===== src/rtl/prog_ram_pkg.sv =====
// Shared types and default geometry for the programmable main memory.
// Consumers: prog_ram and the CPU top (width/depth defaults).
package prog_ram_pkg;

  localparam int RAM_DATA_W = 8;
  localparam int RAM_ADDR_W = 4;
  localparam int RAM_DEPTH  = 2**RAM_ADDR_W;

  typedef enum logic [1:0] {
    CLEAR = 2'd0,
    RUN   = 2'd1,
    PROG  = 2'd2
  } ram_state_t;

endpackage


===== src/rtl/btn_sync_edge.sv =====
// Push-button synchroniser plus rising-edge detector; pulse is one cycle, SYNC_STAGES edges after sampling.
// A press held across reset is masked until the button has been seen released.
module btn_sync_edge #(
  parameter int SYNC_STAGES = 2
) (
  input  logic clk,
  input  logic reset,
  input  logic btn,
  output logic pulse
);

  logic [SYNC_STAGES-1:0] sync_q;
  logic [SYNC_STAGES-1:0] fill_q;
  logic                   prev_q;
  logic                   armed_q;

  // fill_q marks when the synchroniser holds only post-reset samples; a low level seen then arms the detector
  always_ff @(posedge clk or posedge reset) begin
    if (reset) begin
      sync_q  <= '0;
      fill_q  <= '0;
      prev_q  <= 1'b0;
      armed_q <= 1'b0;
    end else begin
      sync_q <= {sync_q[SYNC_STAGES-2:0], btn};
      fill_q <= {fill_q[SYNC_STAGES-2:0], 1'b1};
      prev_q <= sync_q[SYNC_STAGES-1];
      if (fill_q[SYNC_STAGES-1] && !sync_q[SYNC_STAGES-1]) begin
        armed_q <= 1'b1;
      end
    end
  end

  assign pulse = sync_q[SYNC_STAGES-1] & ~prev_q & armed_q;

endmodule


===== src/rtl/prog_ram.sv =====
// Switch-programmable main memory: CPU bus in RUN, panel loader in PROG, DEPTH-cycle zero sweep in CLEAR.
// Combinational read; writes commit on the edge. Optional RAM_AUTOINC_EN gives an auto-incrementing load pointer.
module prog_ram
  import prog_ram_pkg::*;
#(
  parameter int DATA_W      = RAM_DATA_W,
  parameter int ADDR_W      = RAM_ADDR_W,
  parameter int SYNC_STAGES = 2
) (
  input  logic              clk,
  input  logic              reset,
  input  logic              start,
  input  logic              ram_in_en,
  input  logic [ADDR_W-1:0] ram_in_addr,
  input  logic [DATA_W-1:0] bus_in,
  output logic [DATA_W-1:0] bus_out,
  input  logic [ADDR_W-1:0] sw_addr,
  input  logic [DATA_W-1:0] sw_data,
  input  logic              load_btn,
  input  logic              clear_req,
  output logic              busy,
  output logic [ADDR_W-1:0] prog_addr
);

  localparam int DEPTH = 2**ADDR_W;
  localparam logic [ADDR_W-1:0] LAST_ADDR = ADDR_W'(DEPTH - 1);

  ram_state_t        state_q, state_d;
  logic [ADDR_W-1:0] clr_ptr_q, clr_ptr_d;
  logic [DATA_W-1:0] mem [DEPTH];

  logic              wr_en;
  logic [ADDR_W-1:0] wr_addr;
  logic [DATA_W-1:0] wr_data;
  logic              btn_pulse;
  logic              prog_wr;
  logic [ADDR_W-1:0] man_addr;

  btn_sync_edge #(
    .SYNC_STAGES(SYNC_STAGES)
  ) u_btn (
    .clk  (clk),
    .reset(reset),
    .btn  (load_btn),
    .pulse(btn_pulse)
  );

  // Registered state decides, so a pulse coinciding with PROG->RUN still lands
  assign prog_wr = (state_q == PROG) && !clear_req && btn_pulse;

`ifdef RAM_AUTOINC_EN
  logic [ADDR_W-1:0] prog_ptr_q;
  logic              prog_enter;

  assign prog_enter = (state_d == PROG) && (state_q != PROG);

  always_ff @(posedge clk or posedge reset) begin
    if (reset) begin
      prog_ptr_q <= '0;
    end else if (prog_enter) begin
      prog_ptr_q <= sw_addr;
    end else if (prog_wr) begin
      prog_ptr_q <= prog_ptr_q + 1'b1;
    end
  end

  assign man_addr = prog_ptr_q;
`else
  assign man_addr = sw_addr;
`endif

  assign prog_addr = man_addr;

  always_ff @(posedge clk or posedge reset) begin
    if (reset) begin
      state_q   <= CLEAR;
      clr_ptr_q <= '0;
    end else begin
      state_q   <= state_d;
      clr_ptr_q <= clr_ptr_d;
    end
  end

  always_comb begin
    state_d   = state_q;
    clr_ptr_d = clr_ptr_q;
    wr_en     = 1'b0;
    wr_addr   = ram_in_addr;
    wr_data   = bus_in;
    case (state_q)
      CLEAR: begin
        wr_en     = 1'b1;
        wr_addr   = clr_ptr_q;
        wr_data   = '0;
        clr_ptr_d = clr_ptr_q + 1'b1;
        if (clr_ptr_q == LAST_ADDR) begin
          state_d   = start ? RUN : PROG;
          clr_ptr_d = '0;
        end
      end
      RUN: begin
        if (clear_req) begin
          state_d   = CLEAR;
          clr_ptr_d = '0;
        end else begin
          wr_en = ram_in_en;
          if (!start) state_d = PROG;
        end
      end
      PROG: begin
        if (clear_req) begin
          state_d   = CLEAR;
          clr_ptr_d = '0;
        end else begin
          wr_en   = prog_wr;
          wr_addr = man_addr;
          wr_data = sw_data;
          if (start) state_d = RUN;
        end
      end
      default: begin
        state_d   = CLEAR;
        clr_ptr_d = '0;
      end
    endcase
  end

  // Array has no reset; contents are defined by the CLEAR sweep
  always_ff @(posedge clk) begin
    if (wr_en) begin
      mem[wr_addr] <= wr_data;
    end
  end

  assign busy    = (state_q == CLEAR);
  assign bus_out = busy ? '0 : mem[ram_in_addr];

endmodule


===== config.mk =====
export PLATFORM = sky130hd
export DESIGN_NAME = prog_ram
export DESIGN_NICKNAME = d
export VERILOG_FILES = /design/src/rtl/prog_ram_pkg.sv /design/src/rtl/btn_sync_edge.sv /design/src/rtl/prog_ram.sv
export SDC_FILE = /design/constraint.sdc
export NUM_CORES = 1
export LEC_CHECK = 0
export CAP_MARGIN = 20
export CORE_MARGIN = 2
export CORE_UTILIZATION = 63
export DETAILED_ROUTE_END_ITERATION = 6
export PLACE_DENSITY = 0.85
export SETUP_SLACK_MARGIN = 0.4
export SYNTH_ARGS = -nofsm -noshare
export SYNTH_HDL_FRONTEND = slang
export SYNTH_SLANG_ARGS = --single-unit
export TNS_END_PERCENT = 20

===== constraint.sdc =====
create_clock -name clk -period 5.5 [get_ports clk]
set_input_delay 0.55 -clock clk [delete_from_list [all_inputs] [get_ports clk]]
set_output_delay 0.55 -clock clk [all_outputs]
set_load 0.01 [all_outputs]

After elaboration in Yosys (flattened, before gate mapping)

Memory sizes are Yosys's and may differ from the RTL's.
Cells that the tools add are included.

Memory bits (writable): 128
Flip-flop bits (word level): 12
Output and inout port bits: 13
Logic and storage cells: 46
Input port bits: 30
Memories kept: 1

Add/subtract/negate cells: 1
Reductions and logical operators: 8
Eq/ne operators: 7
Bitwise logic cells: 3
Mux-type cells: 20

Memories:

| name | depth | width | rd ports | clocked after memory_dff | write ports | RTL line       | text |
|---|---|---|---|---|---|---|---|
| mem  | 16    | 8     | 1        | 0                        | 1           | prog_ram.sv:30 | `logic [DATA_W-1:0] mem [DEPTH];` |

Operator list:

| operator              | number |
|---|---|
| $mux W8               | 2 |
| $pmux W4 S2           | 2 |
| $pmux W8 S2           | 1 |
| $mux W2               | 6 |
| $mux W4               | 3 |
| $ne A3 B3 Y1 const B  | 2 |
| $pmux W2 S3           | 1 |
| $add A4 B1 Y4 const B | 1 |
| $eq A4 B4 Y1 const B  | 1 |
| $mux W1               | 4 |
| $ne A2 B1 Y1 const B  | 2 |
| $logic_and A1 B1 Y1   | 3 |
| $pmux W1 S3           | 1 |
| $reduce_and A3 Y1     | 1 |
| $and A1 B1 Y1         | 2 |
| $eq A2 B1 Y1 const B  | 1 |
| $eq A2 B2 Y1 const B  | 1 |
| $logic_not A1 Y1      | 2 |
| $logic_not A2 Y1      | 1 |
| $reduce_or A2 Y1      | 1 |
| $not A1 Y1            | 1 |

Longest topological paths before layout

Depth in word-level cells: 8
Depth in mapped cells: 8
Gate-level depth less buffers: 6

Modules after synthesis

A second synthesis with hierarchy kept.

Cell total of the unflattened synthesis: 341
Area total of the unflattened synthesis: 5914.4 µm²

Modules (own cells, without submodules):

| module        | sequential area each (µm²) | cells an instance | area each (µm²) | times used |
|---|---|---|---|---|
| prog_ram      | 3993.8                     | 329               | 5738.0          | 1 |
| btn_sync_edge | 150.1                      | 12                | 176.4           | 1 |

Least setup slack after synthesis

No wires, ideal clock.

Path kind: register -> register
Start: register state_q[0]
End: memory mem[15][0] (netlist bit), enable pin
Data arrival time: 2.053 ns
Required time: 5.127 ns
Path slack: 3.074 ns
Period minus slack after synthesis: 2.426 ns
Library setup time: 0.373 ns
Stages on the path, launching flop included: 8
Path buffers: 1
Path through: dfrtp_1 inv_1 ha_1 nor2b_1 buf_6 o311a_4 nor4_2 nor2b_1

Cells in the longest elaborated chain, start to end: 7
Elaborated cells on any way between the ends: 10
Those cells by class: eq/ne (2); mux (5); reduce/logical (3)

RTL lines:

| element                           | RTL line                       | text |
|---|---|---|
| start: declaration                | prog_ram.sv:28                 | `ram_state_t state_q, state_d;` |
| start signal: assignment          | prog_ram.sv:79                 | `state_q <= state_d;` |
| $eq A2 B2 Y1                      | prog_ram.sv:49, prog_ram.sv:90 |  |
| $logic_and A1 B1 Y1 (2 in series) | prog_ram.sv:49                 | `assign prog_wr = (state_q == PROG) && !clear_req && btn_pulse;` |
| $mux W1                           | prog_ram.sv:111                | `if (clear_req) begin` |
| $pmux W1 S3                       | prog_ram.sv:90                 | `case (state_q)` |
| $mux W1                           | prog_ram.sv:130                | `if (wr_en) begin` |
| $mux W1 (not written as such)     | prog_ram.sv:131                | `mem[wr_addr] <= wr_data;` |
| end: declaration                  | prog_ram.sv:30                 |  |

Several ways; a longest one is shown, not always the timed one.

Worst setup path after layout

Start: input ram_in_addr[1]
End: output bus_out[0]

Cells in the longest elaborated chain, start to end: 2

RTL lines:

| element            | RTL line        | text |
|---|---|---|
| start: declaration | prog_ram.sv:14  | `input logic [ADDR_W-1:0] ram_in_addr,` |
| $mem_v2 Z16 W8     | -               |  |
| $mux W8            | prog_ram.sv:136 | `assign bus_out = busy ? '0 : mem[ram_in_addr];` |
| end: declaration   | prog_ram.sv:16  | `output logic [DATA_W-1:0] bus_out,` |

Every way passes these cells.

==> out/metrics.csv <==
stage,metric,value,unit
timing,relSlewSlack,30.9,%
run,max-cap-violations,0,
global_routing,grtUsageTotal,26.9,%
timing,hold_viol,0,
worst_setup_path,cp.required,4.95,ns
drt,wl_per_cell,24.0,µm
hold_path,hold_class,in -> async,
floorplanning,initial_core_util,64.6,%
final_layout,fillerInstances,513,
yosys,syn_inst,357,
power,power_switching_share,29.7,%
timing,whs,0.333,ns
status,outcome,completed,
yosys,syn-cell-area,5910,µm²
clock_network,cts_buffers,17,
global_routing,overflow,0,
clock_network,insertion_delay,0.52,ns
timing,drv_slew,0,
clock_network,cts_setup_buffers,0,
yosys,syn_area_per_cell,16.6,µm²
worst_setup_path,reg2reg_depth,7,
yosys,ys_warn_count,0,
clock_network,tritoncts,built,
timing,skew,0.00891,ns
placement,place.gp.congestion,0.879,
placement,port_buffers,42,
yosys,yosysTopAreaCell,edfxtp_1,
clock_network,path_clk_slew,0.06,ns
final_layout,syn_to_final_growth,17.3,%
power,leakage,0.00241,µW
power,comb_power_share,23.1,%
drt,vias,3459,
worst_setup_path,path_class,in -> out,
clock_network,clockBufferDepth,2,
placement,dpl.hpwl,7990,µm
power,pwr-share-seq,44.7,%
yosys,synth_common_cells,"128 x edfxtp_1, 24 x mux2i_1, 23 x nand2_1",
floorplanning,rows,35,
drt,postRouteAntennaNets,0,
power,power.switching,1010,µW
clock_network,ctsHoldBuffers,0,
clock_network,cts.repair.resized,0,
clock_network,cts_max_level,4,
timing,post-route-period-util,71.7,%
timing,rsz0062_at_grt,no,
timing,worst_pin_slew,1.03,ns
worst_setup_path,cp_max_fo,14,
yosys,synth_top_area_share,65.0,%
clock_network,cts-root-buf,clkbuf_8,
clock_network,clock-sinks,140,
yosys,async_flop_share,8.57,%
yosys,ys_seq_area_share,70.1,%
power,power.density,488,nW/µm²
timing,min_period,3.94,ns
timing,setup_tns,0,ns
worst_setup_path,end_kind,primary output,
global_routing,grt_max_degree,29,
power,clock_power_share,32.2,%
yosys,ys_ff_latch,140,
drt,routed_wl,12600,µm
floorplanning,die_w,101,µm
worst_setup_path,regToRegSetupSlack,2.42,ns
worst_setup_path,r2r-start,state_q[0],
global_routing,grt_pass1_vias,3450,
floorplanning,io_pins,43,
global_routing,antenna_found_initial,0,
yosys,yosysMostFrequentCell,edfxtp_1,
final_layout,fin_util,75.8,%
timing,fmax,254,MHz
worst_setup_path,worstReg2RegEnd,mem[12][2],
yosys,synth-edff-count,128,
worst_setup_path,cp.arrival,3.39,ns
power,vdd_drop_max,0.346,mV
power,cellInternalPower,2380,µW
floorplanning,core,9150,µm²
yosys,ys_top_cells_by_area,"edfxtp_1 65%, mux4_2 6.1%, dfrtp_1 5.1%, mux2i_1 4.1%, mux2_2 1.5%",
final_layout,drive_gt1_share,15.2,%
yosys,ys.flop_type,edfxtp_1,
worst_setup_path,critPathLaunchType,input port,
drt,vias_per_cell,6.58,
drt,drt-initial-drc-count,328,
global_routing,grt_pass1_wl,19400,µm
floorplanning,fp.dieH,101,µm
floorplanning,fp.dieArea,10200,µm²
drt,drc,0,
drt,dr.pass1.iters,5,
final_layout,num-nets-final,437,
timing,setup_viol,0,
yosys,synth_cell_types,42,
final_layout,n_antenna_cell,0,
yosys,synthesis.nets,392,
==> worst max-delay path, stage by stage <==
cell             delay [ns]
clkdlybuf4s50_1        0.78
nor2b_1                0.96
nand2_1                0.20
a311oi_1               0.33
a21oi_1                0.08
clkdlybuf4s50_1        0.49
==> area by class of cell <==
cell class | instances | area [µm²] | area share [%]
clock inverters | 13 | 141 | 2.04
multi-input cells | 188 | 1620 | 23.3
flip-flops and latches | 140 | 4140 | 59.7
clock buffers | 19 | 422 | 6.08
repair buffers | 45 | 438 | 6.31
inverters | 10 | 37.5 | 0.541
well taps | 111 | 139 | 2.00
==> stage by stage <==
stage | std cells | area, µm² | setup WS, ns | total power (µW)
after detailed placement | 493 | 6370 | 1.68 | 2300
after floorplan | 357 | 5910 | 3.07 | 2010
after CTS | 525 | 6930 | 1.58 | 3390
after global placement | 493 | 6370 | 1.75 | 2250
after global routing | 526 | 6940 | 1.41 | 3510
final | 526 | 6940 | 1.56 | 3390
==> power by group through the flow <==
stage / logic (µW) / registers (µW) / clock network [µW]
2_1_floorplan: 502 / 1510 / 0
3_3_place_gp: 731 / 1520 / 0
3_5_place_dp: 765 / 1530 / 0
4_1_cts: 774 / 1510 / 1100
5_1_grt: 843 / 1520 / 1140
6_report: 781 / 1510 / 1090
==> registers in the layout, indices dropped and copies added, names as in the netlist <==
name and flops:
u_btn.fill_q 2, state_q 2, mem 128, u_btn.armed_q 1, u_btn.sync_q 2, clr_ptr_q 4, u_btn.prev_q 1
==> kinds of logic (layout without fill, tap and decap cells) <==
family | after synthesis | in the layout | synth area share (%)
fa+ha+maj | 5 | 5 | 1.06
other cells | 1 | 1 | 0.0634
flops | 140 | 140 | 70.1
buf+inv | 29 | 87 | 2.60
mux | 48 | 48 | 11.7
compound gates | 58 | 58 | 7.58
simple gates | 76 | 76 | 6.94
==> how the worst max path moves through the flow <==
| stage | cells past startpoint | startpoint | slack (ns) | endpoint |
|---|---|---|---|---|
| after global placement | 6 | ram_in_addr[1] | 1.75 | bus_out[1] |
| after detailed placement | 5 | clear_req | 1.68 | mem[12][5] |
| after global routing | 6 | ram_in_addr[1] | 1.41 | bus_out[1] |
| final | 6 | ram_in_addr[1] | 1.56 | bus_out[0] |
| after floorplan | 7 | state_q[0] | 3.07 | mem[15][0] |
| after CTS | 6 | ram_in_addr[1] | 1.58 | bus_out[0] |
==> placed cells by master (no fill, tap or decap), types with 3 or more instances in the layout <==
| master | Yosys | final |
|---|---|---|
| edfxtp_1 | 128 | 128 |
| clkdlybuf4s50_1 | 0 | 41 |
| mux2i_1 | 24 | 24 |
| nand2_1 | 23 | 23 |
| mux4_2 | 16 | 16 |
| clkbuf_16 | 0 | 16 |
| nor2_1 | 14 | 14 |
| and2_1 | 13 | 13 |
| nor2b_1 | 12 | 12 |
| dfrtp_1 | 12 | 12 |
| a21oi_1 | 10 | 10 |
| inv_1 | 9 | 9 |
| a22o_1 | 9 | 9 |
| mux2_2 | 8 | 8 |
| o21ai_0 | 7 | 7 |
| o221ai_1 | 6 | 6 |
| a22oi_1 | 5 | 5 |
| ha_1 | 5 | 5 |
| nand3b_1 | 4 | 4 |
| o311ai_1 | 4 | 4 |
| inv_6 | 0 | 4 |
| clkinvlp_4 | 0 | 4 |
| a211oi_1 | 3 | 3 |
| o2111ai_1 | 3 | 3 |
| nor4_2 | 3 | 3 |
| buf_4 | 9 | 3 |
==> routing by layer <==
metal  track usage, %  share of wire [%]  vias to the layer above  wire [µm]
li1                 -                  -                     1503          -
met1             36.5                 40                     1744       5080
met2             43.8                 51                      196       6480
met3             6.93                7.0                       16        885
met4             7.69                1.6                        0        198
met5                0                  0                        -          0
Power figures use the tool's default switching activity.
==> RTL edit, RTL diff (config.mk and constraints unchanged) <==
Register the input `ram_in_addr` before use, with the module's reset. The logic sees it one clock later. The other inputs are not delayed to match.
--- a/src/rtl/prog_ram.sv
+++ b/src/rtl/prog_ram.sv
@@ -24,6 +24,16 @@
 
   localparam int DEPTH = 2**ADDR_W;
   localparam logic [ADDR_W-1:0] LAST_ADDR = ADDR_W'(DEPTH - 1);
+
+  logic [ADDR_W-1:0] ram_in_addr_q;
+
+  always_ff @(posedge clk or posedge reset) begin
+    if (reset) begin
+      ram_in_addr_q <= '0;
+    end else begin
+      ram_in_addr_q <= ram_in_addr;
+    end
+  end
 
   ram_state_t        state_q, state_d;
   logic [ADDR_W-1:0] clr_ptr_q, clr_ptr_d;
@@ -85,7 +95,7 @@
     state_d   = state_q;
     clr_ptr_d = clr_ptr_q;
     wr_en     = 1'b0;
-    wr_addr   = ram_in_addr;
+    wr_addr   = ram_in_addr_q;
     wr_data   = bus_in;
     case (state_q)
       CLEAR: begin
@@ -133,7 +143,7 @@
   end
 
   assign busy    = (state_q == CLEAR);
-  assign bus_out = busy ? '0 : mem[ram_in_addr];
+  assign bus_out = busy ? '0 : mem[ram_in_addr_q];
 
 endmodule
 
Check against the original RTL: no difference found for any inputs over 10 cycles, from zero or initial values and one cycle with reset high; that may be too few to reach the edited logic, so the function may still have changed.
==> RTL edit against the original RTL <==
Critical path type is now reg -> out. Sequential cell count grew 4. Sequential power grew 3%. Combinational power grew 2%. Wire length is the same. Power shrank 1.1%. Synthesized area grew 1.8%. Register-to-register slack lost 50 ps. Setup slack gained 120 ps. Largest cell class unchanged. Count of clock-buffer cells in the layout is the same. Core utilization grew 0.32 points. First-iteration DRC count grew 31%. Sequential share of layout area grew 0.62 points. Cell area grew 1.4%.
==> RTL edit: results (changes against the original RTL) <==
[status]
outcome = completed

[setup_path]
regToRegEndpoint = mem[15][5]
reg2reg_depth = 4  ; -3
cp_slowest_cell = dfrtp_2
rr_startpoint = ram_in_addr_q[1]
rrSetupSlack_ps = 2370  ; -50 ps
critical_path_arrival_ps = 3270  ; -120 ps
cpPeakStageDelay_ps = 840  ; -120 ps
crit_path_max_fanout = 27  ; +13

[grt]
grt_pass1_vias = 3388  ; -1.8%
track_usage_pct = 26.4  ; -0.56 points
grt_max_degree = 28  ; -3.4%
antenna_found_initial = 0  ; unchanged
grt_pass1_wl_mm = 19.1  ; -1.2%

[route]
routed_wl_mm = 12.6  ; unchanged
drtIter0Drc = 429  ; +31%
viasPerCell = 6.25  ; -5.0%
drt-pass1-iter-count = 6  ; +1

[yosys]
synthArstFlopShare_pct = 11.1  ; +2.5 points
ys_top_cells_by_area = edfxtp_1 64%, dfrtp_1 6.7%, mux4_2 6.0%
syn_nets = 391  ; -0.26%
yosysSeqAreaShare_pct = 70.5  ; +0.42 points
ys_types = 41  ; -2.4%
yosys-top-cells-count = 128 x edfxtp_1, 25 x mux2i_1, 16 x dfrtp_1, 16 x mux4_2, 16 x o21ai_0
synth_edf_count = 128  ; unchanged
yosysWarnings = 0  ; unchanged

[clock_tree]
cts_resized = 0  ; unchanged
postCtsSetupBuffers = 0  ; unchanged
htreeDepth = 4  ; unchanged

[finish]
nets = 438  ; +0.23%
num_antenna_cells = 0  ; unchanged
drive_gt1_share_pct = 16.6  ; +1.4 points
reg.largest.list = mem: 128 flops, clr_ptr_q: 4 flops, ram_in_addr_q: 4 flops
nFillCells = 528  ; +2.9%

[place]
dp_hpwl_mm = 8.12  ; +1.7%
place_ws_ps = 2150  ; +474 ps
gp_congestion = 0.884  ; +0.48%

[min_path]
worstHoldPathType = reg -> reg
hold_start = u_btn.fill_q[0]
holdPathEnd = u_btn.fill_q[1]

[sta]
finalSetupViolations = 0  ; unchanged
clock_skew_ps = 10.3  ; +1.34 ps
worstMarginPinSlew_ps = 897  ; -137 ps

[pwr]
intPower_mw = 2.33  ; -2.0%
leakagePower_nw = 2.44  ; +1.3%
peakVddDrop_v = 0.000469  ; +35%

==> RTL edit: how the worst max path moves through the flow <==
| stage | startpoint | to | slack (ps) | depth (start not counted) |
|---|---|---|---|---|
| 6_report | ram_in_addr_q[0] | bus_out[0] | 1680 | 5 |
| 2_1_floorplan | state_q[0] | mem[15][0] | 3110 | 7 |
| 3_5_place_dp | clear_req | mem[13][7] | 2150 | 6 |
| 4_1_cts | ram_in_addr_q[0] | bus_out[0] | 1630 | 5 |
| 5_1_grt | ram_in_addr_q[0] | bus_out[0] | 1490 | 5 |
| 3_3_place_gp | clear_req | mem[13][1] | 2190 | 6 |
==> RTL edit: worst register-to-register path, stage by stage (launching register included) <==
cell and delay, ps:
dfrtp_1 730, clkinv_1 510, o311a_1 520, nor4_2 350, nor2b_1 650
==> RTL edit: cell type report <==
type	count	area (um2)	share of cell area, %
clock inverter	13	91.3	1.30
timing repair buffer	47	458	6.51
clock buffer	19	422	6.00
tap	129	161	2.29
inverter	10	37.5	0.534
multi-input combinational	183	1620	23.0
sequential	144	4250	60.4
==> RTL edit: power groups by stage <==
stage | sequential (mW) | combinational [mW] | clock, mW
final | 1.56 | 0.800 | 0.986
after global routing | 1.57 | 0.859 | 1.03
after CTS | 1.56 | 0.797 | 0.996
after detailed placement | 1.58 | 0.787 | 0
after global placement | 1.57 | 0.755 | 0
after floorplan | 1.55 | 0.514 | 0
==> RTL edit: cell families after synthesis <==
group                      after synthesis  share of synthesized area, %
muxes                                   51                          12.0
buffers and inverters                   29                          2.62
AOI/OAI and AO/OA                       63                          7.79
other                                    1                        0.0623
DFF                                    144                          70.5
and+or+nand+nor                         63                          5.97
adders and majority gates                5                          1.04
==> RTL edit: metal layers <==
metal / part of all wire [%] / wire length [um] / track usage (%)
met1: 40 / 5020 / 37.0
met2: 49 / 6150 / 40.0
met3: 9.7 / 1230 / 6.56
met4: 1.9 / 245 / 11.5
met5: 0 / 0 / 0
==> RTL edit: through the flow <==
| step | cells | hold slack, ps | total power [mW] | cell area [um2] |
|---|---|---|---|---|
| 4_1_cts | 544 | 351 | 3.35 | 7030 |
| 3_5_place_dp | 512 | 337 | 2.37 | 6510 |
| 2_1_floorplan | 356 | 331 | 2.06 | 6020 |
| 3_3_place_gp | 512 | 333 | 2.33 | 6510 |
| 5_1_grt | 545 | 361 | 3.47 | 7030 |
| 6_report | 545 | 349 | 3.35 | 7030 |
